**src/rtl/sifh_peak_reader_pkg.sv**
```systemverilog
// Shared definitions for the SiFH histogram read-out: FSM state encodings and
// default geometry of one histogram RAM.
package sifh_peak_reader_pkg;

   typedef enum logic [2:0] {
      RD_IDLE,
      RD_RD,
      RD_DRAIN,
      RD_OUT,
      RD_FIN
   } rd_state_e;

   localparam int BIN_NUM_PER_HIS_DEF   = 256;
   localparam int PIXEL_NUM_PER_RAM_DEF = 4;
   localparam int NB_DEF                = 10;
   localparam int PEAK_MAX_DEF          = 16;

endpackage

```
**src/rtl/sifh_peak_tracker.sv**
```systemverilog
// Running max/argmax over the words of one pixel histogram; `clear` marks the
// first word of a pixel, which is loaded unconditionally.
module sifh_peak_tracker
   import sifh_peak_reader_pkg::*;
#(
   parameter int NB       = NB_DEF,
   parameter int PEAK_MAX = PEAK_MAX_DEF
) (
   input  logic                clk,
   input  logic                res,
   input  logic                clear,
   input  logic                valid,
   input  logic [NB-1:0]       bin,
   input  logic [PEAK_MAX-1:0] count,
   output logic [NB-1:0]       max_bin,
   output logic [PEAK_MAX-1:0] max_count
);

   // Strict compare keeps the lowest bin on ties.
   always_ff @(posedge clk) begin
      if (res) begin
         max_bin   <= '0;
         max_count <= '0;
      end else if (valid && (clear || count > max_count)) begin
         max_bin   <= bin;
         max_count <= count;
      end
   end

endmodule

```
**src/rtl/sifh_peak_reader.sv**
```systemverilog
// Sweeps every pixel histogram through RAM port B, reports the peak bin per pixel
// on a valid/ready port. Define SIFH_CLEAR_EN to zero each bin via port A after reading.
module sifh_peak_reader
   import sifh_peak_reader_pkg::*;
#(
   parameter int NB                = NB_DEF,
   parameter int PEAK_MAX          = PEAK_MAX_DEF,
   parameter int BIN_NUM_PER_HIS   = BIN_NUM_PER_HIS_DEF,
   parameter int PIXEL_NUM_PER_RAM = PIXEL_NUM_PER_RAM_DEF,
   parameter int NPIX              = 2
) (
   input  logic                clk,
   input  logic                res,
   input  logic                start,
   output logic                busy,
   output logic                done,
   output logic [NB-1:0]       raddr,
   output logic                readFlag,
   input  logic [PEAK_MAX-1:0] counts,
   output logic [NB-1:0]       waddr,
   output logic                writeFlag,
   output logic                wEnable,
   output logic [PEAK_MAX-1:0] newCounts,
   output logic                peak_valid,
   input  logic                peak_ready,
   output logic [NPIX-1:0]     peak_pixel,
   output logic [NB-1:0]       peak_bin,
   output logic [PEAK_MAX-1:0] peak_count
);

   localparam logic [NB-1:0]   LAST_BIN = NB'(BIN_NUM_PER_HIS - 1);
   localparam logic [NPIX-1:0] LAST_PIX = NPIX'(PIXEL_NUM_PER_RAM - 1);
   localparam logic [NB-1:0]   ONE_ADDR = NB'(1);
   localparam logic [NPIX-1:0] ONE_PIX  = NPIX'(1);

   rd_state_e       state;
   logic [NB-1:0]   bin;
   logic [NB-1:0]   bin_d;
   logic            rd_d;

   // NOTE: every register here updates with <= so all of them see the pre-edge values.
   always_ff @(posedge clk) begin
      if (res) begin
         state      <= RD_IDLE;
         busy       <= 1'b0;
         done       <= 1'b0;
         raddr      <= '0;
         readFlag   <= 1'b0;
         peak_valid <= 1'b0;
         peak_pixel <= '0;
         bin        <= '0;
         bin_d      <= '0;
         rd_d       <= 1'b0;
      end else begin
         rd_d  <= readFlag;
         bin_d <= bin;
         done  <= 1'b0;
         case (state)
            RD_IDLE: begin
               if (start) begin
                  state      <= RD_RD;
                  busy       <= 1'b1;
                  readFlag   <= 1'b1;
                  raddr      <= '0;
                  bin        <= '0;
                  peak_pixel <= '0;
               end
            end
            RD_RD: begin
               // raddr is the flat pixel*BIN+bin address kept as a running count.
               raddr <= raddr + ONE_ADDR;
               if (bin == LAST_BIN) begin
                  readFlag <= 1'b0;
                  bin      <= '0;
                  state    <= RD_DRAIN;
               end else begin
                  bin <= bin + ONE_ADDR;
               end
            end
            RD_DRAIN: begin
               peak_valid <= 1'b1;
               state      <= RD_OUT;
            end
            RD_OUT: begin
               if (peak_ready) begin
                  peak_valid <= 1'b0;
                  if (peak_pixel == LAST_PIX) begin
                     busy  <= 1'b0;
                     done  <= 1'b1;
                     state <= RD_FIN;
                  end else begin
                     peak_pixel <= peak_pixel + ONE_PIX;
                     readFlag   <= 1'b1;
                     state      <= RD_RD;
                  end
               end
            end
            RD_FIN:  state <= RD_IDLE;
            default: state <= RD_IDLE;
         endcase
      end
   end

   // The tracker sees each word the cycle it returns; bin_d is its bin index.
   sifh_peak_tracker #(
      .NB       (NB),
      .PEAK_MAX (PEAK_MAX)
   ) u_tracker (
      .clk       (clk),
      .res       (res),
      .clear     (rd_d && (bin_d == '0)),
      .valid     (rd_d),
      .bin       (bin_d),
      .count     (counts),
      .max_bin   (peak_bin),
      .max_count (peak_count)
   );

   assign newCounts = '0;

`ifdef SIFH_CLEAR_EN
   // Writing the word read last cycle never collides with this cycle's read.
   always_ff @(posedge clk) begin
      if (res) begin
         waddr     <= '0;
         writeFlag <= 1'b0;
         wEnable   <= 1'b0;
      end else begin
         waddr     <= raddr;
         writeFlag <= readFlag;
         wEnable   <= readFlag;
      end
   end
`else
   assign waddr     = '0;
   assign writeFlag = 1'b0;
   assign wEnable   = 1'b0;
`endif

endmodule

```
**config.mk**
```make
export PLATFORM = sky130hd
export DESIGN_NAME = sifh_peak_reader
export DESIGN_NICKNAME = d
export VERILOG_FILES = /design/src/rtl/sifh_peak_reader_pkg.sv /design/src/rtl/sifh_peak_tracker.sv /design/src/rtl/sifh_peak_reader.sv
export SDC_FILE = /design/constraint.sdc
export NUM_CORES = 1
export LEC_CHECK = 0
export CORE_ASPECT_RATIO = 1.25
export CORE_MARGIN = 2
export CORE_UTILIZATION = 25
export CTS_CLUSTER_SIZE = 8
export DETAILED_ROUTE_END_ITERATION = 6
export DONT_BUFFER_PORTS = 1
export SLEW_MARGIN = 20
export SYNTH_ARGS = -nofsm -noshare
export SYNTH_HDL_FRONTEND = slang
export SYNTH_SLANG_ARGS = --single-unit
```
**constraint.sdc**
```tcl
create_clock -name clk -period 2.1 [get_ports clk]
set_clock_uncertainty 0.05 [all_clocks]
set_input_delay 0.42 -clock clk [delete_from_list [all_inputs] [get_ports clk]]
set_output_delay 0.42 -clock clk [all_outputs]
set_load 0.01 [all_outputs]
```
==> flow_metrics.tcl <==
set metrics [dict create \
    outcome "complete, but fails checks" \
    violations "negative setup slack" \
    drtIter0Drc 136 \
    swShare 0.268 \
    regArea_um2 1330 \
    r2r_slack_ns -0.07 \
    drtPass1Iterations 4 \
    reg2reg_from "u_tracker.max_count[9]" \
    rsz0062_at_grt "yes" \
    synth_edf_count 0 \
    antenna_found_initial 0 \
    ys_seq_area_frac 0.388 \
    die_w_um 108 \
    hold_viol 0 \
    port-buffer-count 0 \
    top_usage_layer "met2" \
    place_congestion 0.759 \
    htreeDepth 3 \
    final.min_clock_period_ns 2.17 \
    syn_area_um2 3400 \
    grtUsageMet3 0.0559 \
    clkTransAtPathRegs_ns 0.06 \
    clock.fmax_mhz 460 \
    avgSynthCellArea_um2 8.55 \
    grt-ovfl-total 0 \
    clock-sinks 66 \
    power-per-cell-area_nw_per_um2 803 \
    drc 0 \
    crit_path_start_kind "flop" \
    drive_above_1_share 0.219 \
    hold_slack_ns 0.113 \
    placementRows 47 \
    via_per_inst 4.44 \
    antenna_cells 0 \
    leakagePower_uw 0.00157 \
    min_from "res" \
    clock_latency_ns 0.33 \
    p_seq_frac 0.401 \
    pwr-share-clk 0.444 \
    reg2regPathDepth 8 \
    worstPathRequired_ns 2.30 \
    cp.arrival_ns 2.37 \
    yosys_warnings 0 \
    syn_inst 398 \
    grt_use_met1 0.104 \
    fin_area_um2 4170 \
    min_path_type "in -> reg" \
    grt_use_met2 0.190 \
    numCtsBuffers 9 \
    r2r_end "u_tracker.max_count[10]" \
    worstSetupPathType "reg -> reg" \
    cts_buffer_depth 2 \
    post_drt_wl_per_cell_um 12.8 \
    ant_nets 0 \
    end_kind "flop" \
    min_to "bin_d[5]" \
    grt_pass1_vias 2639 \
    power_switching_uw 898 \
    start_util 0.256 \
    dp_hpwl_um 5740 \
    layout_common_cells "nand2_1 (76), dfxtp_1 (58), buf_4 (35)" \
    combPwrFrac 0.155 \
    wl_um 7730 \
    hold_path_depth 1 \
    cts_tree "done" \
    ioPinCount 90 \
    nNetsFinal 468 \
    fin_ws_ns -0.0723 \
    grt_max_degree 53 \
    crit_path_max_fanout 8 \
    cts_root_buf "clkbuf_16" \
    core_region_area_um2 13300 \
    grt_pass1_wl_um 12200 \
    final_common_cell "nand2_1" \
    multi_input_area_um2 1950 \
    ys_types 51 \
    ir_worst_vdd_v 0.000537 \
    vias 2684 \
    fillers 1405 \
    synthArstFlopShare 0 \
    p_int_uw 2450 \
    grt.total_usage 0.106 \
    synth_flop_cell "dfxtp_1" \
    drv_slew 0 \
    fin_crit_sh 1.03 \
    die_height_um 134 \
    syn_to_final_growth_pct 22.4 \
    maxCapViolations 0 \
    setup_violations 26 \
    ys_ff_latch 66 \
    place_area_um2 3690 \
    dieArea_um2 14600 \
]
## cells in the mapped netlist (2+ instances only)
cell type / number / area share
inv_1: 20 / 0.022
nand4_1: 4 / 0.0074
ha_1: 19 / 0.070
a2bb2oi_1: 2 / 0.0051
o21ai_1: 2 / 0.0029
nor2b_1: 12 / 0.022
a21o_1: 3 / 0.0066
nor3b_1: 3 / 0.0066
nand2_1: 76 / 0.084
or4_1: 2 / 0.0044
nor3_1: 8 / 0.012
nand3_1: 11 / 0.016
mux2i_1: 29 / 0.085
buf_12: 2 / 0.012
nor3_2: 2 / 0.0059
dfxtp_1: 66 / 0.39
clkbuf_1: 9 / 0.0099
mux2_1: 2 / 0.0066
o21ai_0: 9 / 0.013
mux2_2: 3 / 0.0099
buf_4: 28 / 0.062
a21oi_1: 19 / 0.028
a22oi_1: 3 / 0.0066
buf_2: 4 / 0.0059
nor2_1: 28 / 0.031
nor4_1: 2 / 0.0037
and3_1: 4 / 0.0074
a211oi_1: 3 / 0.0066
## sequential cells by signal, summed over array words and instances, names as in the netlist
register,count
bin_d,10
u_tracker.max_count,16
raddr,10
state,3
rd_d,1
done,1
bin,10
u_tracker.max_bin,10
readFlag,1
peak_pixel,2
peak_valid,1
busy,1
## cell type report
class / count / area share
clock inverter: 6 / 0.0159
sequential: 66 / 0.320
tap: 171 / 0.0514
multi-input combinational: 294 / 0.469
timing repair buffer: 38 / 0.0712
inverter: 20 / 0.0180
clock buffer: 10 / 0.0550
## cells by family after synthesis
logic type | count (synthesis) | synth area share
compound gates | 48 | 0.0864
xor+xnor | 2 | 0.00515
fa+ha+maj | 19 | 0.0699
buf+inv | 65 | 0.116
flops | 66 | 0.388
mux | 34 | 0.102
other cells | 1 | 0.00110
simple gates | 163 | 0.231
## power by group through the flow
stage,sequential (µW),combinational (µW),clock [µW]
global route,1350,578,1600
detailed placement,1370,479,0
global placement,1360,466,0
finish,1340,519,1490
floorplan,1370,381,0
CTS,1340,498,1530
## how the worst max path moves through the flow
stage                                   end               startpoint  cells past startpoint
floorplan           u_tracker.max_count[15]               counts[15]                      8
global placement       u_tracker.max_bin[0]               counts[15]                      7
detailed placement  u_tracker.max_count[10]               counts[15]                      7
CTS                 u_tracker.max_count[10]  u_tracker.max_count[15]                      8
global route        u_tracker.max_count[10]   u_tracker.max_count[9]                      8
finish              u_tracker.max_count[10]   u_tracker.max_count[9]                      8
## per-layer routing
metal | up-vias | part of all wire
li1 | 1347 | -
met1 | 1242 | 0.36
met2 | 81 | 0.52
met3 | 14 | 0.10
met4 | 0 | 0.018
met5 | - | 0
## stage by stage
| stage | total power, µW | instances | util | setup slack (ns) | TNS [ns] |
|---|---|---|---|---|---|
| global placement | 1830 | 588 | 0.278 | -0.0438 | -0.959 |
| floorplan | 1750 | 425 | - | 0.00132 | 0 |
| global route | 3530 | 605 | 0.313 | -0.182 | -3.54 |
| CTS | 3370 | 605 | 0.307 | -0.0178 | -0.0387 |
| finish | 3350 | 605 | 0.313 | -0.0723 | -0.777 |
| detailed placement | 1850 | 588 | 0.278 | -0.124 | -2.45 |
## worst max-delay path, stage by stage (launching register included)
cell,delay (ns)
dfxtp_2,0.32
inv_1,0.06
ha_4,0.27
nand4_1,0.14
buf_4,0.17
a2111o_1,0.42
a31oi_4,0.23
buf_6,0.19
mux2i_2,0.23
## what timing repair did
item | in CTS | in global routing
setup endpoints to repair | 27 | 29
hold buffers | 0 | 0
gates cloned | 0 | 0
pin swaps | 5 | 6
setup buffers | 1 | 1
gates resized for setup | 18 | 18
(Power assumes the default switching activity.)
